**src/rtl/video_timing_gen.sv**
```systemverilog
// Raster timing source: pixel/line counters with registered, zero-skew sync and position outputs.
// Optional frame counter output is enabled by defining VIDEO_TIMING_FRAME_COUNT_EN.
module video_timing_gen #(
  parameter int H_DISPLAY = 256,
  parameter int H_FRONT   = 7,
  parameter int H_SYNC    = 23,
  parameter int H_BACK    = 23,
  parameter int V_DISPLAY = 240,
  parameter int V_BOTTOM  = 14,
  parameter int V_SYNC    = 3,
  parameter int V_TOP     = 5
) (
  input  logic       clk,
  input  logic       reset,
  input  logic       pix_en,
  output logic [8:0] hpos,
  output logic [8:0] vpos,
  output logic       hsync,
  output logic       vsync,
  output logic       display_on,
  output logic       line_start,
  output logic       frame_start
`ifdef VIDEO_TIMING_FRAME_COUNT_EN
  ,
  output logic [7:0] frame_count
`endif
);

  localparam int H_TOTAL = H_DISPLAY + H_FRONT + H_SYNC + H_BACK;
  localparam int V_TOTAL = V_DISPLAY + V_BOTTOM + V_SYNC + V_TOP;

  // Counters are 9 bits wide; a raster that does not fit must not build.
  generate
    if (H_TOTAL > 512 || V_TOTAL > 512) begin : g_total_too_large
      $error("video_timing_gen: H_TOTAL or V_TOTAL exceeds 512");
    end
  endgenerate

  localparam logic [8:0] H_LAST   = 9'(H_TOTAL - 1);
  localparam logic [8:0] V_LAST   = 9'(V_TOTAL - 1);
  localparam logic [9:0] H_VIS    = 10'(H_DISPLAY);
  localparam logic [9:0] V_VIS    = 10'(V_DISPLAY);
  localparam logic [9:0] HS_START = 10'(H_DISPLAY + H_FRONT);
  localparam logic [9:0] HS_END   = 10'(H_DISPLAY + H_FRONT + H_SYNC);
  localparam logic [9:0] VS_START = 10'(V_DISPLAY + V_BOTTOM);
  localparam logic [9:0] VS_END   = 10'(V_DISPLAY + V_BOTTOM + V_SYNC);

  function automatic logic in_range(input logic [8:0] p,
                                    input logic [9:0] lo,
                                    input logic [9:0] hi_excl);
    return ({1'b0, p} >= lo) && ({1'b0, p} < hi_excl);
  endfunction

  logic [8:0] h_nxt;
  logic [8:0] v_nxt;
  logic       h_wrap;
  logic       v_wrap;

  assign h_wrap = (hpos == H_LAST);
  assign v_wrap = (vpos == V_LAST);

  always_comb begin
    h_nxt = hpos + 9'd1;
    v_nxt = vpos;
    if (h_wrap) begin
      h_nxt = '0;
      v_nxt = v_wrap ? 9'd0 : vpos + 9'd1;
    end
  end

  // Every output is decoded from the next position so it lands on the same edge as hpos/vpos.
  always_ff @(posedge clk) begin
    if (reset) begin
      hpos        <= '0;
      vpos        <= '0;
      hsync       <= 1'b0;
      vsync       <= 1'b0;
      display_on  <= 1'b1;
      line_start  <= 1'b1;
      frame_start <= 1'b1;
    end else if (pix_en) begin
      hpos        <= h_nxt;
      vpos        <= v_nxt;
      hsync       <= in_range(h_nxt, HS_START, HS_END);
      vsync       <= in_range(v_nxt, VS_START, VS_END);
      display_on  <= in_range(h_nxt, 10'd0, H_VIS) && in_range(v_nxt, 10'd0, V_VIS);
      line_start  <= (h_nxt == 9'd0);
      frame_start <= (h_nxt == 9'd0) && (v_nxt == 9'd0);
    end
  end

`ifdef VIDEO_TIMING_FRAME_COUNT_EN
  always_ff @(posedge clk) begin
    if (reset) begin
      frame_count <= '0;
    end else if (pix_en && h_wrap && v_wrap) begin
      frame_count <= frame_count + 8'd1;
    end
  end
`endif

endmodule

```
**config.mk**
```make
export PLATFORM = sky130hd
export DESIGN_NAME = video_timing_gen
export DESIGN_NICKNAME = d
export VERILOG_FILES = /design/src/rtl/video_timing_gen.sv
export SDC_FILE = /design/constraint.sdc
export NUM_CORES = 1
export LEC_CHECK = 0
export ABC_CLOCK_PERIOD_IN_PS = 2300
export BUFFER_PORTS_ARGS = -buffer_cell sky130_fd_sc_hd__buf_4
export CAP_MARGIN = 20
export CELL_PAD_IN_SITES_DETAIL_PLACEMENT = 2
export CELL_PAD_IN_SITES_GLOBAL_PLACEMENT = 2
export CORE_MARGIN = 5
export CORE_UTILIZATION = 32
export DETAILED_ROUTE_END_ITERATION = 10
export PLACE_DENSITY = 0.9
export RECOVER_POWER = 25
export SLEW_MARGIN = 20
export SYNTH_ARGS = -nofsm -noshare
export SYNTH_HDL_FRONTEND = slang
export SYNTH_SLANG_ARGS = --single-unit
```
**constraint.sdc**
```tcl
create_clock -name clk -period 2.3 [get_ports clk]
set_input_delay 0.46 -clock clk [delete_from_list [all_inputs] [get_ports clk]]
set_output_delay 0.46 -clock clk [all_outputs]
set_load 0.01 [all_outputs]
```
# Yosys cells after proc, flatten, opt, wreduce, memory -nomap -nowiden

Index checks and enable logic that the tools add are counted.

Bits in registers: 23
Bits of input ports: 3
Output and inout port bits: 23
Word-level logic and storage cells: 26

Add/subtract/negate cells: 2
Magnitude comparators: 6
Eq/ne operators: 2
Multiplexer cells: 3
Reductions and logical operators: 6

Operators with widths:

| cell                                                | count |
|---|---|
| < comparator 9 bit, second input constant           | 3 |
| two-way mux 9 bit                                   | 3 |
| adder 9 x 1 -> 9 bit, second input constant         | 2 |
| == test 9 bit, second input constant                | 2 |
| logical NOT 9 bit                                   | 2 |
| >= comparator 9 x 8 -> 1 bit, second input constant | 1 |
| >= comparator 9 bit, second input constant          | 1 |
| < comparator 9 x 8 -> 1 bit, second input constant  | 1 |
| logical AND 1 bit                                   | 4 |

# Logic depth before layout (Yosys ltp)

Word-level depth: 5
Depth in mapped cells: 9
Depth with buffers taken out: 8

# Worst setup path before layout

No wires, ideal clock.

Kind: register -> register
Start point: reg hpos[0]
End point: reg frame_start
Setup time: 0.116 ns
Arrival: 1.996 ns
Required time: 2.184 ns
Setup slack: 0.188 ns
Stages on the path, launching flop included: 9
Path buffers: 1
Period minus slack after synthesis: 2.112 ns
Cells stage by stage: dfxtp_1 > ha_1 > clkbuf_1 > nand2_1 > xor2_1 > and3_1 > o311a_1 > nor4b_1 > a31o_2

Cells in the longest elaborated chain, start to end: 4
Elaborated cells between the ends (all ways): 7
Those cells by class: 1 x add/sub; 1 x eq/ne; 2 x mux; 3 x reduce/logical

RTL lines:

| what                                                         | line   | text |
|---|---|---|
| start: declaration                                           | 16     | `output logic [8:0] hpos,` |
| start signal: assignment                                     | 82     | `hpos <= h_nxt;` |
| adder 9 x 1 -> 9 bit / == test 9 bit (equally long branches) | 63, 59 |  |
| two-way mux 9 bit                                            | 65     | `if (h_wrap) begin` |
| logical NOT 9 bit                                            | 88     | `frame_start <= (h_nxt == 9'd0) && (v_nxt == 9'd0);` |
| logical AND 1 bit *                                          | 88     |  |
| end signal: assignment                                       | 88     |  |
| end: declaration                                             | 22     | `output logic frame_start` |

Mark *: on every way between the ends. The rest lies on a longest branch, timed or not.
A chain may end at the register's enable or synchronous reset.

# Worst setup path after layout

Start point: reg hpos[7]
End point: reg vsync

Cells in the longest elaborated chain, start to end: 4
Elaborated cells between the ends (all ways): 5
Those cells by class: 2 x order compare; 1 x eq/ne; 1 x mux; 1 x reduce/logical

RTL lines:

| what                                                                      | line | text |
|---|---|---|
| == test 9 bit *                                                           | 59   | `assign h_wrap = (hpos == H_LAST);` |
| two-way mux 9 bit *                                                       | 65   |  |
| >= comparator 9 x 8 -> 1 bit / < comparator 9 bit (equally long branches) | 51   | `return ({1'b0, p} >= lo) && ({1'b0, p} < hi_excl);` |
| logical AND 1 bit *                                                       | 51   |  |
| end signal: assignment                                                    | 85   | `vsync <= in_range(v_nxt, VS_START, VS_END);` |
| end: declaration                                                          | 19   | `output logic vsync,` |

Marked as above.

==> results.json <==
{
  "stdcell_count": 306,
  "cts_buffers": 3,
  "grt_pass1_wl_mm": 9.27,
  "grt_max_degree": 25,
  "seq_area_frac_synth_pct": 28.7,
  "die_h_um": 80.9,
  "grt_setup_unrepaired": "yes",
  "port_buffers": 25,
  "clock_path_buffers": 2,
  "skew_ns": 0.00250,
  "nFillCells": 573,
  "route.vias.total": 1722,
  "cts_tree": "yes",
  "num_rows": 25,
  "syn_area_um2": 1610,
  "r2r_end": "vsync",
  "worstPathArrival_ns": 2.40,
  "synth_top_family_by_area": "simple AND/OR/NAND/NOR gates",
  "final_nets": 248,
  "crit_path_start_kind": "flop",
  "ys_dominant_reg_cell": "dfxtp_1",
  "netSwitchingFraction_pct": 27.2,
  "final_area_um2": 1950,
  "fin_crit_sh_pct": 96.8,
  "ff2ff_path_depth": 6,
  "p_comb_share_pct": 13.0,
  "internal_power_uw": 570,
  "start_util_pct": 33.6,
  "max-cap-violations": 0,
  "min_to": "line_start",
  "drc": 0,
  "ir_drop_uv": 192,
  "syn_to_final_growth_pct": 21.6,
  "cts.sink_count": 23,
  "setup_violations": 0,
  "core_um2": 4790,
  "slew_violations": 0,
  "synth_top_area_share_pct": 28.7,
  "antenna_left": 0,
  "crit_path_end_kind": "flop",
  "hold_viol_final": 0,
  "cts_root_buf": "clkbuf_8",
  "slew_headroom_pct": 67.6,
  "ys_ff_latch": 23,
  "post-route-util_pct": 40.8,
  "worstReg2RegStart": "hpos[7]",
  "drive_gt1_share_pct": 19.2,
  "htreeDepth": 1,
  "cp_max_fo": 6,
  "fmax_ghz": 0.449,
  "synthAdderAreaFrac_pct": 3.89,
  "dpl-instance-area_um2": 1930,
  "power.switching_uw": 213,
  "synthMuxAreaShare_pct": 3.19,
  "grt_overflow_total": 0,
  "hp-start": "line_start",
  "routed_wl_mm": 5.67,
  "fin_crit_ns": 2.23,
  "power.density_nw_per_um2": 401,
  "synth_compound_area_share_pct": 23.1,
  "synth_commonest_cells": "dfxtp_1 (23), nor2_1 (23), a21oi_1 (14), clkbuf_1 (14), nand2_1 (14)",
  "crit_type": "reg2reg",
  "synth_area_per_cell_um2": 7.61,
  "synth_area_leaders": "dfxtp_1 (29%), nor2_1 (5.4%), a21oi_1 (4.4%)",
  "grt_pass1_vias": 1821,
  "clk_latency_ns": 0.27,
  "ios": 26,
  "avgViaCountPerCell": 5.63,
  "slowest_stage": "or4b_4",
  "synth_nets": 219,
  "clkSlewWorstSetupHoldPaths_ns": 0.09,
  "synth_simple_gate_area_share_pct": 30.8,
  "tightest_slew_ns": 0.485,
  "pwr-share-clk_pct": 33.6,
  "hpwl_mm": 4.28,
  "leakage_uw": 0.000711,
  "p_seq_share_pct": 53.4,
  "drt_first_pass_iters": 4,
  "dp_cells": 302,
  "yosysTopAreaCell": "dfxtp_1",
  "path_cells": "or4b_4 -> or2_4 -> o31a_1 -> o22ai_2 -> nand4_1 -> o31ai_1",
  "critPathRequiredTime_ns": 2.48,
  "antenna_found_initial": 0,
  "gp_congestion": 0.830,
  "synthXorXnorAreaFrac_pct": 4.91,
  "die-area_um2": 6540,
  "min_path_cells": 1,
  "post_cts_buffers": 0,
  "drtIter0Drc": 71,
  "syn_inst": 211,
  "grt_usage_pct": 18.1,
  "reg2reg_slack_ns": 0.07,
  "min_path_type": "reg2reg",
  "wl_per_cell_um": 18.5,
  "async_flop_share_pct": 0,
  "die_w_um": 80.9,
  "status": "finished clean",
  "synth.yosys.warnings": 0,
  "synth_edf_count": 0,
  "max_stage_delay_ns": 0.54,
  "yosysUniqueCellTypes": 52,
  "antenna_cells": 0
}
==> final cells by class <==
| class | instances | area [um2] | share of cell area, % |
|---|---|---|---|
| clock buffers | 3 | 41.3 | 2.11 |
| clock inverters | 1 | 5.00 | 0.256 |
| inverters | 6 | 22.5 | 1.15 |
| multi-input cells | 166 | 1080 | 55.2 |
| flip-flops and latches | 23 | 460 | 23.6 |
| well taps | 67 | 83.8 | 4.29 |
| repair buffers | 40 | 263 | 13.5 |
==> power groups by stage <==
stage                     Clock [uW]  Combinational [uW]  Sequential, uW
after floorplan                    0                53.9             433
after global placement             0                 101             427
after detailed placement           0                 106             427
after CTS                        275                 107             419
after global routing             293                 111             420
final                            263                 102             418
==> per-stage QoR <==
| stage | total power, uW | hold WS, ns | TNS, ns | setup slack [ns] |
|---|---|---|---|---|
| CTS | 800 | 0.490 | 0 | 0.0374 |
| floorplan | 486 | 0.498 | 0 | 0.188 |
| finish | 783 | 0.479 | 0 | 0.0742 |
| global route | 824 | 0.504 | -0.161 | -0.0968 |
| global placement | 528 | 0.453 | 0 | 0.177 |
| detailed placement | 533 | 0.459 | 0 | 0.0996 |
==> worst max-delay path by stage <==
| stage | start | slack, ns | depth (start not counted) | to |
|---|---|---|---|---|
| after floorplan | hpos[0] | 0.19 | 8 | frame_start |
| after global placement | hpos[7] | 0.18 | 6 | vsync |
| after detailed placement | hpos[7] | 0.1 | 6 | display_on |
| after CTS | hpos[7] | 0.04 | 7 | vsync |
| after global routing | hpos[1] | -0.1 | 9 | vsync |
| final | hpos[7] | 0.07 | 6 | vsync |
==> metal layers <==
| metal | global-route usage (%) | up-vias | part of all wire [%] |
|---|---|---|---|
| li1 | - | 830 | - |
| met1 | 21.6 | 852 | 43 |
| met2 | 34.0 | 31 | 53 |
| met3 | 1.88 | 9 | 2.4 |
| met4 | 5.41 | 0 | 1.7 |
| met5 | 0 | - | 0 |
==> cell families (layout without fill, tap and decap cells) <==
logic type | count (synthesis) | in the layout
and+or+nand+nor | 93 | 93
adders and majority gates | 5 | 5
AOI/OAI and AO/OA | 54 | 54
xor gates and xnor gates | 9 | 9
muxes | 5 | 5
buffers and inverters | 22 | 50
DFF | 23 | 23
==> registers in the layout (all words and copies together) (netlist names) <==
register	flops
display_on	1
frame_start	1
hpos	9
hsync	1
line_start	1
vpos	9
vsync	1
==> cells in the final DEF (no fill, tap or decap), types with 2 or more instances in the layout <==
cell type  netlist  routed
nand2b_1         4       4
a211oi_1         4       4
a22oi_1          3       3
mux2i_1          4       3
nand2_1         14      13
or3_1            4       4
inv_1            6       6
o32ai_1          4       4
nand3_1         10      10
nor3_1          11      10
xor2_1           3       3
ha_1             5       5
and4_1           2       2
xnor2_1          6       6
a31oi_1          2       2
nor2b_1          4       4
clkbuf_8         0       3
nor2_1          23      23
dfxtp_1         23      23
buf_4            1      30
nor4_1           4       4
and3_1           2       2
clkbuf_1        14      10
a21oi_1         14      14
a21o_1           3       3
o21ai_0          9       8
nand4_1          6       6
==> worst max-delay path: cells and delay by family (launching register included) <==
| kind | cells | cell delay [ns] |
|---|---|---|
| and+or+nand+nor | 3 | 0.98 |
| DFF | 1 | 0.37 |
| AOI/OAI and AO/OA | 3 | 0.78 |
==> timing repair <==
item                                    in CTS  in global routing
hold buffers                                 0                  0
resized for setup                            0                  5
endpoints found under the setup margin       0                  6
(Power assumes the default switching activity.)
